===== src/rtl/sig_trace_capture_pkg.sv =====
// sig_trace_capture_pkg: shared states, default sizes and entry width for the trace capture block
package sig_trace_capture_pkg;
    typedef enum logic [1:0] {IDLE, CAPTURE, DONE} state_e;
    localparam int DEFAULT_DEPTH = 16;
    localparam int DEFAULT_STAMP_W = 16;
    localparam int ENTRY_W = DEFAULT_STAMP_W + 32;
    function automatic int entry_width(int stamp_w);
        return stamp_w + 32;
    endfunction
endpackage


===== src/rtl/sig_trace_capture_if.sv =====
// sig_trace_capture_if: read-side handshake and status of the trace capture block
interface sig_trace_capture_if
    import sig_trace_capture_pkg::*;
#(
    parameter int DEPTH = DEFAULT_DEPTH,
    parameter int STAMP_W = DEFAULT_STAMP_W
);
    logic rd_valid;
    logic rd_ready;
    logic [entry_width(STAMP_W)-1:0] rd_data;
    logic [$clog2(DEPTH):0] count;
    logic overflow;
    logic busy;
    modport master(output rd_valid, rd_data, count, overflow, busy, input rd_ready);
    modport slave(input rd_valid, rd_data, count, overflow, busy, output rd_ready);
endinterface


===== src/rtl/sig_trace_capture_fifo.sv =====
// trace_fifo: circular capture buffer; a push into a full buffer is accepted only alongside a pop
module trace_fifo #(
    parameter int DEPTH = 16,
    parameter int W = 48
) (
    input  logic                   clk,
    input  logic                   rst,
    input  logic                   push_i,
    input  logic                   pop_i,
    input  logic [W-1:0]           din_i,
    output logic [W-1:0]           dout_o,
    output logic                   full_o,
    output logic                   empty_o,
    output logic [$clog2(DEPTH):0] count_o
);
    localparam int AW = $clog2(DEPTH);
    logic [W-1:0] mem_q [DEPTH];
    logic [AW-1:0] wr_q, rd_q;
    logic [AW:0] cnt_q;
    logic wr_en, rd_en;
    assign empty_o = cnt_q == '0;
    assign full_o = cnt_q == (AW+1)'(DEPTH);
    assign count_o = cnt_q;
    assign dout_o = mem_q[rd_q];
    assign rd_en = pop_i && !empty_o;
    assign wr_en = push_i && (!full_o || rd_en);
    // pointers wrap naturally because DEPTH is a power of two
    always_ff @(posedge clk) begin
        if (rst) begin
            wr_q <= '0;
            rd_q <= '0;
            cnt_q <= '0;
        end else begin
            if (wr_en) wr_q <= wr_q + AW'(1);
            if (rd_en) rd_q <= rd_q + AW'(1);
            cnt_q <= cnt_q + (AW+1)'(wr_en) - (AW+1)'(rd_en);
        end
    end
    // storage needs no reset; only entries below count are ever read
    always_ff @(posedge clk) begin
        if (wr_en) mem_q[wr_q] <= din_i;
    end
endmodule


===== src/rtl/sig_trace_capture.sv =====
// sig_trace_capture: logs stamped {a,b,c,d} samples on change during an armed capture session
module sig_trace_capture
    import sig_trace_capture_pkg::*;
#(
    parameter int DEPTH = DEFAULT_DEPTH,
    parameter int STAMP_W = DEFAULT_STAMP_W
) (
    input  logic                       clk,
    input  logic                       rst,
    input  logic [7:0]                 a,
    input  logic [7:0]                 b,
    input  logic [7:0]                 c,
    input  logic [7:0]                 d,
    input  logic                       arm,
    input  logic                       stop,
    sig_trace_capture_if.master        rd
);
    localparam int EW = entry_width(STAMP_W);
    state_e state_q, state_d;
    logic [STAMP_W-1:0] stamp_q, stamp_d;
    logic [31:0] prev_q, prev_d, sample;
    logic ovf_q, ovf_d;
    logic cap, stamp_max, push, pop, full, empty;
    logic [EW-1:0] dout;
    logic [$clog2(DEPTH):0] cnt;
    assign sample = {a, b, c, d};
    assign cap = state_q == CAPTURE;
    assign stamp_max = &stamp_q;
    assign pop = !empty && rd.rd_ready;
    // stamp is zero only in the first capture cycle, which always logs
    assign push = cap && (stamp_q == '0 || sample != prev_q);
    assign rd.rd_valid = !empty;
    assign rd.rd_data = dout;
    assign rd.count = cnt;
    assign rd.overflow = ovf_q;
    assign rd.busy = cap;
    // session control: arm outside capture restarts the stamp, stop or a saturated stamp ends it
    always_comb begin
        state_d = state_q;
        stamp_d = stamp_q;
        prev_d = prev_q;
        ovf_d = ovf_q;
        if (cap) begin
            state_d = (stop || stamp_max) ? DONE : CAPTURE;
            stamp_d = stamp_max ? stamp_q : stamp_q + STAMP_W'(1);
            prev_d = sample;
            ovf_d = ovf_q || (push && full && !pop);
        end else if (arm) begin
            state_d = CAPTURE;
            stamp_d = '0;
            ovf_d = 1'b0;
        end
    end
    // session state, stamp, change reference and sticky drop flag
    always_ff @(posedge clk) begin
        if (rst) begin
            state_q <= IDLE;
            stamp_q <= '0;
            prev_q <= '0;
            ovf_q <= 1'b0;
        end else begin
            state_q <= state_d;
            stamp_q <= stamp_d;
            prev_q <= prev_d;
            ovf_q <= ovf_d;
        end
    end
    trace_fifo #(.DEPTH(DEPTH), .W(EW)) u_fifo (
        .clk(clk),
        .rst(rst),
        .push_i(push),
        .pop_i(pop),
        .din_i({stamp_q, sample}),
        .dout_o(dout),
        .full_o(full),
        .empty_o(empty),
        .count_o(cnt)
    );
endmodule

===== src/flat_wrapper.sv =====
// flat-port wrapper written by rule: the top's interface ports become plain ports
module sig_trace_capture_flat import sig_trace_capture_pkg::*;
#(
    parameter int DEPTH = DEFAULT_DEPTH,
    parameter int STAMP_W = DEFAULT_STAMP_W
)
  (clk, rst, a, b, c, d, arm, stop, rd_rd_valid, rd_rd_data, rd_count, rd_overflow, rd_busy, rd_rd_ready);
  sig_trace_capture_if #(.DEPTH(DEPTH), .STAMP_W(STAMP_W)) rd_i ();
  input  logic clk;
  input  logic rst;
  input  logic [7:0] a;
  input  logic [7:0] b;
  input  logic [7:0] c;
  input  logic [7:0] d;
  input  logic arm;
  input  logic stop;
  output wire logic [$bits(rd_i.rd_valid)-1:0] rd_rd_valid;
  output wire logic [$bits(rd_i.rd_data)-1:0] rd_rd_data;
  output wire logic [$bits(rd_i.count)-1:0] rd_count;
  output wire logic [$bits(rd_i.overflow)-1:0] rd_overflow;
  output wire logic [$bits(rd_i.busy)-1:0] rd_busy;
  input wire logic [$bits(rd_i.rd_ready)-1:0] rd_rd_ready;
  assign rd_rd_valid = rd_i.rd_valid;
  assign rd_rd_data = rd_i.rd_data;
  assign rd_count = rd_i.count;
  assign rd_overflow = rd_i.overflow;
  assign rd_busy = rd_i.busy;
  assign rd_i.rd_ready = rd_rd_ready;
  sig_trace_capture #(.DEPTH(DEPTH), .STAMP_W(STAMP_W)) u_core (.clk(clk), .rst(rst), .a(a), .b(b), .c(c), .d(d), .arm(arm), .stop(stop), .rd(rd_i));
endmodule

===== config.mk =====
export PLATFORM = sky130hd
export DESIGN_NAME = sig_trace_capture_flat
export DESIGN_NICKNAME = d
export VERILOG_FILES = /design/src/rtl/sig_trace_capture_pkg.sv /design/src/rtl/sig_trace_capture_if.sv /design/src/rtl/sig_trace_capture_fifo.sv /design/src/rtl/sig_trace_capture.sv /design/src/flat_wrapper.sv
export SDC_FILE = /design/constraint.sdc
export NUM_CORES = 1
export LEC_CHECK = 0
export CORE_MARGIN = 5
export CORE_UTILIZATION = 55
export CTS_BUF_LIST = sky130_fd_sc_hd__clkbuf_16
export DETAILED_ROUTE_END_ITERATION = 10
export PLACE_DENSITY = 0.72
export SYNTH_ARGS = -nofsm -noshare
export SYNTH_HDL_FRONTEND = slang
export SYNTH_SLANG_ARGS = --single-unit

===== constraint.sdc =====
create_clock -name clk -period 7.55 [get_ports clk]
set_input_delay 1.51 -clock clk [delete_from_list [all_inputs] [get_ports clk]]
set_output_delay 1.51 -clock clk [all_outputs]
set_load 0.05 [all_outputs]

Word-level counts from Yosys, hierarchy flattened
Memory sizes are Yosys's and may differ from the RTL's. A register that Yosys moved wholly into a read port is not among the register bits.
Cells that the tools add are included.

word-level totals
  output and inout bits = 56
  bits in writable memories = 768
  flip-flop bits (word level) = 64
  memories kept = 1
  input port bits = 37
  word-level logic and storage cells = 47

operators by class
  reduce and logical (&&, ||, !) cells = 18
  equality and inequality tests = 4
  $add $sub $neg = 5
  muxes and demuxes = 12

memory list
  memory               depth  bits a word  read ports  clocked after memory_dff  wr ports  RTL line                      source
  u_core.u_fifo.mem_q  16     48           1           1                         1         sig_trace_capture_fifo.sv:17  logic [W-1:0] mem_q [DEPTH];

operator list
  cell                     count
  $mux W16                 3
  $ne A32 B32 Y1           1
  $add A16 B1 Y16 const B  1
  $logic_not A16 Y1        1
  $reduce_and A16 Y1       1
  $add A4 B1 Y4 const B    2
  $mux W4                  2
  $logic_and A1 B1 Y1      6
  $mux W2                  3
  $add A5 B1 Y5            1
  $eq A5 B5 Y1 const B     1
  $logic_not A5 Y1         1
  $sub A5 B1 Y5            1
  $logic_or A1 B1 Y1       4
  $mux W1                  4
  $logic_not A1 Y1         3
  $eq A2 B1 Y1 const B     1
  $ne A2 B2 Y1 const B     1
  $reduce_and A2 Y1        1
  $reduce_bool A2 Y1       1

Depth between registers and ports, before layout
Gate-level depths: netlist of the first run.

  word-level depth = 8
  depth in mapped cells = 19
  gate-level depth less buffers = 18

Cells and area by module
From an unflattened synthesis of the first run, not the netlist that was laid out.

unflattened totals
  cell total of the unflattened synthesis = 1,581
  area, all modules = 32,034.5 um2

by module, submodules not included
  module             times used  area each (um2)  cells each  seq. area each (um2)
  trace_fifo         1           29,560.9         1,282       23,402.4
  sig_trace_capture  1           2,473.6          299         1,021.0

Worst setup path before layout of the first run
Ideal clock, no wire load.

  kind = input -> register
  start = input port a[6]
  end = memory u_core.u_fifo.mem_q[3][0], enable pin
  arrival = 6.489 ns
  required time = 6.977 ns
  setup slack = 0.489 ns
  buffers on the path = 0
  setup time = 0.573 ns
  stages on the path = 5
  cell sequence = xor2_1 -> nor4_1 -> nand4_1 -> nor4_4 -> nor4_1

on the way
  word-level cells in the longest chain between the ends = 6

ends and longest elaborated chain
  element                        RTL line                      source
  from (decl)                    flat_wrapper.sv:11            input logic [7:0] a;
  $ne A32 B32 Y1                 sig_trace_capture.sv:31       assign push = cap && (stamp_q == '0 || sample != prev_q);
  $logic_or A1 B1 Y1             sig_trace_capture.sv:31
  $logic_and A1 B1 Y1            sig_trace_capture.sv:31
  $logic_and A1 B1 Y1            sig_trace_capture_fifo.sv:26  assign wr_en = push_i && (!full_o || rd_en);
  $mux W1                        sig_trace_capture_fifo.sv:41  if (wr_en) mem_q[wr_q] <= din_i;
  $mux W1 (implied by the code)  sig_trace_capture_fifo.sv:41
  to (decl)                      sig_trace_capture_fifo.sv:17

No other way between the ends.

Worst setup path after layout of the first run
  start = input port c[1]
  end = register u_core.u_fifo.cnt_q[4], in the netlist u_core.u_fifo.count_o[4]

on the way
  word-level cells in the longest chain between the ends = 6

ends and longest elaborated chain
  element               RTL line                      source
  from (decl)           flat_wrapper.sv:13            input logic [7:0] c;
  $ne A32 B32 Y1        sig_trace_capture.sv:31
  $logic_or A1 B1 Y1    sig_trace_capture.sv:31
  $logic_and A1 B1 Y1   sig_trace_capture.sv:31
  $logic_and A1 B1 Y1   sig_trace_capture_fifo.sv:26
  $add A5 B1 Y5         sig_trace_capture_fifo.sv:36  cnt_q <= cnt_q + (AW+1)'(wr_en) - (AW+1)'(rd_en);
  $sub A5 B1 Y5         sig_trace_capture_fifo.sv:36
  to (signal assigned)  sig_trace_capture_fifo.sv:36
  to (decl)             sig_trace_capture_fifo.sv:19  logic [AW:0] cnt_q;

No other way between the ends.
A chain may end at the register's enable or synchronous reset.

==> results.ini, run 1 <==
[setup_path]
critPathArrivalTime_ns=5.70
crit_path_start_kind=input pin
critPathMaxFanout=18
critPathKind=input pin to flop
rrSetupSlack_ns=3.21
cp_slowest_cell=clkdlybuf4s50_1
cp_top_family=simple AND/OR/NAND/NOR gates
critPathMaxStageDelay_ns=0.74
critPathBufInv=5
worstPathRequired_ns=8.01
cp-end-kind=flop
cp_common_cell=inv_1
worstPathCellList=clkdlybuf4s50_1 > xor2_1 > nor4_1 > nand4_1 > nor4_4 > nor2_1 > inv_1 > ha_1 > inv_1 > ha_1 > inv_1 > fa_1 > inv_1 > a21oi_1 > nor2_1 > or3_1 > a21oi_1

[floorplanning]
fp.dieH_um=251
pin_count=93
die_area_um2=63200
die_x_um=251
start_util=0.555
row_count=88
core-area_um2=57700

[synth]
syn_avg_cell_area_um2=21.9
postSynthCellCount=1460
ys_warn_count=0
yosys_most_used_dff=edfxtp_1
ys_seq_area_frac=0.763
synthArstFlopShare=0
ys_types=42
synth.cell_area_um2=32000
synth-seq-cells=836
synth_edf_count=768
syn-num-nets=1511

[detailed_routing]
wl_per_cell_um=27.5
routed-via-count=14900
route.detailed.drc=0
routed_wl_mm=66.7
dr.pass1.iters=5
drt.antenna.violating_nets=0
via_per_inst=6.14
drtIter0Drc=1458

[cts]
cts_buffers=80
cts_setup_buffers=0
cts_max_level=3
clk_pin_slew_ns=0.06
clk_latency_ns=0.61
cts_sinks=836
clock_path_buffers=3
cts_tree=yes
cts_hold_buf=0
cts-root-buf=clkbuf_16
cts.repair.resized=0

[sta]
setup_viol=0
fin_crit_ns=5.24
worstMarginPinSlew_ns=1.06
clock-skew-final_ns=0.0178
timing.setup.tns_ns=0
max-slew-margin-rel=0.296
fmax_mhz=191
slew_violations=0
finalCritPeriodShare=0.694
rsz0062_at_grt=no
hold_slack_ns=0.466
hold_viol=0

[placed_design]
place.port_buffers=92
routabilityCongestion=0.757
hpwlAfterDp_mm=34.8

[grt]
gr-total-overflow=0
track_usage=0.214
antenna_found_initial=1
grt_pass1_wl_mm=101
grt_max_degree=140
grt_pass1_vias=15600

[cells_and_area]
seq_area_um2=24400
fill_cells=3817
final_core_util=0.632
fin_nets=1642
multi_input_area_um2=7260
n_antenna_cell=0
drive_gt1_frac=0.243
area_delta_synth_final_pct=13.8
layout_commonest_cell=edfxtp_1
most-common-layout-cells=768 x edfxtp_1, 240 x mux4_2, 91 x clkdlybuf4s50_1

[pwr]
p_total_w=0.0114
cellPowerDensity_nw_per_um2=312
ir_drop_v=0.000208
power.leakage_nw=11.6

[run]
maxCapViolCount=0

[min_path]
min_path_type=flop to flop

[outcome]
status=finished clean

==> path summary, 6_finish.rpt <==
kind,endpoint,depth (start not counted),startpoint
setup / recovery,u_core.u_fifo.count_o[4],17,c[1]
hold reg to reg,u_core.prev_q[7],2,u_core.prev_q[7]
setup reg to reg,u_core.u_fifo.mem_q[10][1],9,u_core.stamp_q[0]
hold / removal,u_core.prev_q[7],2,u_core.prev_q[7]
==> worst reg2reg max path: stages, from the launching register on <==
cell and delay (ns):
dfxtp_1 0.52, inv_1 0.19, ha_1 0.17, nor4b_1 0.25, nand4_1 0.32, nand3_1 0.24
nor4_4 0.10, nor2_1 0.68, and3_2 0.92, buf_4 0.57
==> area by class of cell <==
type                    instances  area share
flip-flops and latches        836       0.670
multi-input cells             539       0.199
clock buffers                  85      0.0584
repair buffers                120      0.0319
well taps                     765      0.0263
clock inverters                64      0.0122
inverters                      14     0.00144
==> sequential cells by signal (all words and copies together), names as in the netlist, named ones only <==
signal,count
u_core.stamp_q,16
u_core.state_q,2
u_core.u_fifo.wr_q,4
u_core.u_fifo.count_o,5
u_core.u_fifo.mem_q,768
u_core.prev_q,32
u_core.rd.overflow,1
u_core.u_fifo.rd_q,4
==> cell usage after synthesis, types with 2 or more instances <==
cell	number	area (um2)
a21oi_1	39	195
a311oi_1	2	17.5
and2_1	5	31.3
and3_1	2	12.5
and3_2	12	90.1
buf_1	5	18.8
buf_2	22	110
clkbuf_1	43	161
dfxtp_1	68	1360
edfxtp_1	768	23100
ha_1	13	163
inv_1	14	52.6
mux2_2	2	22.5
mux2i_1	3	30.0
mux4_2	240	5410
nand2_1	74	278
nand2b_1	3	18.8
nand3_1	9	45.0
nand4_1	8	50.1
nor2_1	32	120
nor2b_1	4	25.0
nor3_1	9	45.0
nor4_1	12	75.1
o21ai_0	5	25.0
or3_1	2	12.5
xnor2_1	19	166
xor2_1	30	263
==> through the flow <==
step           setup slack, ns  std cells  cell area [um2]
6_report                  2.31       2423            36400
5_1_grt                   1.96       2423            36400
4_1_cts                   2.32       2423            36400
2_1_floorplan            0.489       1460            32000
3_3_place_gp              1.79       2274            33900
3_5_place_dp              1.70       2274            33900
==> metal layers <==
layer / GRT usage / wire length [um]
met5: 0 / 12
met4: 0.0485 / 975
met3: 0.0413 / 4560
met2: 0.354 / 33900
met1: 0.305 / 27300
==> logic make-up (layout without fill, tap and decap cells) <==
family          Yosys count  after routing  share of synthesized area
buf+inv                  85            283                     0.0111
fa+ha+maj                14             14                    0.00570
xor+xnor                 49             49                     0.0134
flops                   836            836                      0.763
simple gates            178            178                     0.0270
mux                     245            245                      0.170
compound gates           53             53                    0.00988
==> report_power, final <==
part           leakage, nW  internal (W)  switching [W]
sequential            7.71       0.00511      0.0000542
clock                 1.35       0.00224        0.00165
combinational         2.54       0.00104        0.00127
Power figures use the tool's default switching activity.
==> run 2, diff against run 1 <==
==> constraint.sdc (replaced) <==
create_clock -name clk -period 5.1 [get_ports clk]
set_input_delay 1.02 -clock clk [delete_from_list [all_inputs] [get_ports clk]]
set_output_delay 1.02 -clock clk [all_outputs]
set_load 0.05 [all_outputs]
==> results.ini, run 2 (synthesis results as in run 1) <==
[placed_design]
routabilityCongestion=0.768  ; +1.5%
place.port_buffers=92  ; unchanged
hpwlAfterDp_mm=37.5  ; +7.6%

[grt]
antenna_found_initial=1  ; unchanged
grt_pass1_wl_mm=105  ; +4.1%
grt_max_degree=85  ; -39%
grt_pass1_vias=15900  ; +2.4%
track_usage=0.227  ; +0.0128
gr-total-overflow=0  ; unchanged

[setup_path]
worstPathRequired_ns=4.08  ; -3.93 ns
critPathArrivalTime_ns=3.54  ; -2.16 ns
cp_slowest_cell=clkdlybuf4s50_1
cp_top_family=buffers and inverters
critPathBufInv=2  ; -3
cp_common_cell=mux4_2
critPathKind=flop to output port
critPathMaxStageDelay_ns=0.73  ; about the same
worstPathCellList=buf_12 > mux4_2 > mux4_2 > clkdlybuf4s50_1
rrSetupSlack_ns=1.22  ; -1.99 ns
critPathMaxFanout=84  ; +66
cp-end-kind=output port
crit_path_start_kind=flop

[floorplanning]
die_x_um=251  ; unchanged
die_area_um2=63200  ; unchanged
row_count=88  ; unchanged
fp.dieH_um=251  ; unchanged
start_util=0.555  ; unchanged
pin_count=93  ; unchanged
core-area_um2=57700  ; unchanged

[run]
maxCapViolCount=0  ; unchanged

[cts]
clk_latency_ns=0.62  ; about the same
clk_pin_slew_ns=0.06  ; about the same
cts_setup_buffers=0  ; unchanged
cts-root-buf=clkbuf_16
cts_buffers=80  ; unchanged
clock_path_buffers=3  ; unchanged
cts_tree=yes
cts_max_level=3  ; unchanged
cts_sinks=836  ; unchanged
cts.repair.resized=0  ; unchanged
cts_hold_buf=0  ; unchanged

[detailed_routing]
wl_per_cell_um=29.0  ; +5.3%
routed-via-count=15400  ; +3.4%
route.detailed.drc=0  ; unchanged
dr.pass1.iters=5  ; unchanged
drt.antenna.violating_nets=0  ; unchanged
routed_wl_mm=71.4  ; +7.0%
via_per_inst=6.25  ; +1.8%
drtIter0Drc=1554  ; +6.6%

[sta]
fmax_mhz=219
finalCritPeriodShare=0.894
rsz0062_at_grt=no
worstMarginPinSlew_ns=0.831  ; -0.225 ns
slew_violations=0  ; unchanged
hold_slack_ns=0.467  ; +0.00139 ns
fin_crit_ns=4.56
timing.setup.tns_ns=0  ; unchanged
hold_viol=0  ; unchanged
max-slew-margin-rel=0.445  ; +0.149
setup_viol=0  ; unchanged
clock-skew-final_ns=0.0256  ; +0.00774 ns

[cells_and_area]
largest_register_ffs=768  ; unchanged
largest-register=u_core.u_fifo.mem_q
fin_nets=1686  ; +2.7%
n_antenna_cell=0  ; unchanged
most-common-layout-cells=768 x edfxtp_1, 240 x mux4_2, 91 x clkdlybuf4s50_1
layout_commonest_cell=edfxtp_1
seq_area_um2=24400  ; unchanged
fill_cells=3775  ; -1.1%
drive_gt1_frac=0.263  ; +0.0198
area_delta_synth_final_pct=15.3
multi_input_area_um2=7270  ; +0.12%
top_regs=u_core.u_fifo.mem_q x768, u_core.prev_q x32, u_core.stamp_q x16

[min_path]
min_path_type=flop to flop

[pwr]
ir_drop_v=0.000296  ; +42%
p_total_w=0.0167  ; +47%
cellPowerDensity_nw_per_um2=453  ; +45%
power.leakage_nw=11.8  ; +2.0%

[outcome]
status=finished clean

-- run 2: cell types whose count changed in the layout (fill, tap and decap cells not counted), moves of 2 or more --
cell	change
buf_12	+20
clkbuf_16	-4
inv_1	-4
inv_6	-2
clkinv_4	-3
buf_4	+24
clkinv_2	+9
clkinvlp_4	-2
-- run 2: report_power, final --
group / leakage [nW] / internal, W / switching (W)
Combinational: 2.82 / 0.00158 / 0.00189
Clock: 1.30 / 0.00322 / 0.00239
Sequential: 7.71 / 0.00756 / 0.000103
-- run 2: cell type report --
type	instances	area share
Sequential cell	836	0.662
Tap cell	765	0.0259
Multi-Input combinational cell	539	0.197
Inverter	14	0.00142
Clock buffer	81	0.0549
Clock inverter	63	0.0121
Timing Repair Buffer	164	0.0472
-- run 2: per-stage QoR --
stage	instances	utilization	setup slack, ns	cell area, um2
finish	2462	0.640	0.541	36900
global route	2462	0.640	0.370	36900
CTS	2462	0.640	0.430	36900
detailed placement	2318	0.597	0.177	34500
global placement	2318	0.597	0.180	34500
floorplan	1460	-	0.518	32000
-- run 2: worst register-to-register path, stage by stage (launching register included) --
cell,delay (ns)
dfxtp_1,0.76
inv_1,0.17
ha_1,0.24
nor4b_1,0.14
nand4_1,0.23
nand3_1,0.16
nor4_4,0.48
nor2_1,0.13
inv_1,0.09
ha_1,0.23
inv_1,0.06
ha_1,0.15
inv_1,0.06
fa_1,0.43
inv_1,0.07
a21oi_1,0.06
nor2_1,0.11
or3_1,0.12
a21oi_1,0.06
-- run 2: path summary, 6_finish.rpt --
check,from,end,cells after the start
max,flop,rd_rd_data[11],4
min reg2reg,u_core.prev_q[6],u_core.prev_q[6],2
max reg2reg,u_core.stamp_q[0],u_core.u_fifo.count_o[4],18
min,u_core.prev_q[6],u_core.prev_q[6],2
-- run 2: layer usage --
metal	part of all wire	vias to the layer above	global-route usage	wire [um]
met1	0.40	8246	0.322	28500
met4	0.022	2	0.0632	1570
li1	-	6413	-	-
met2	0.50	615	0.371	36100
met5	0.00018	-	0	13
met3	0.074	104	0.0431	5270
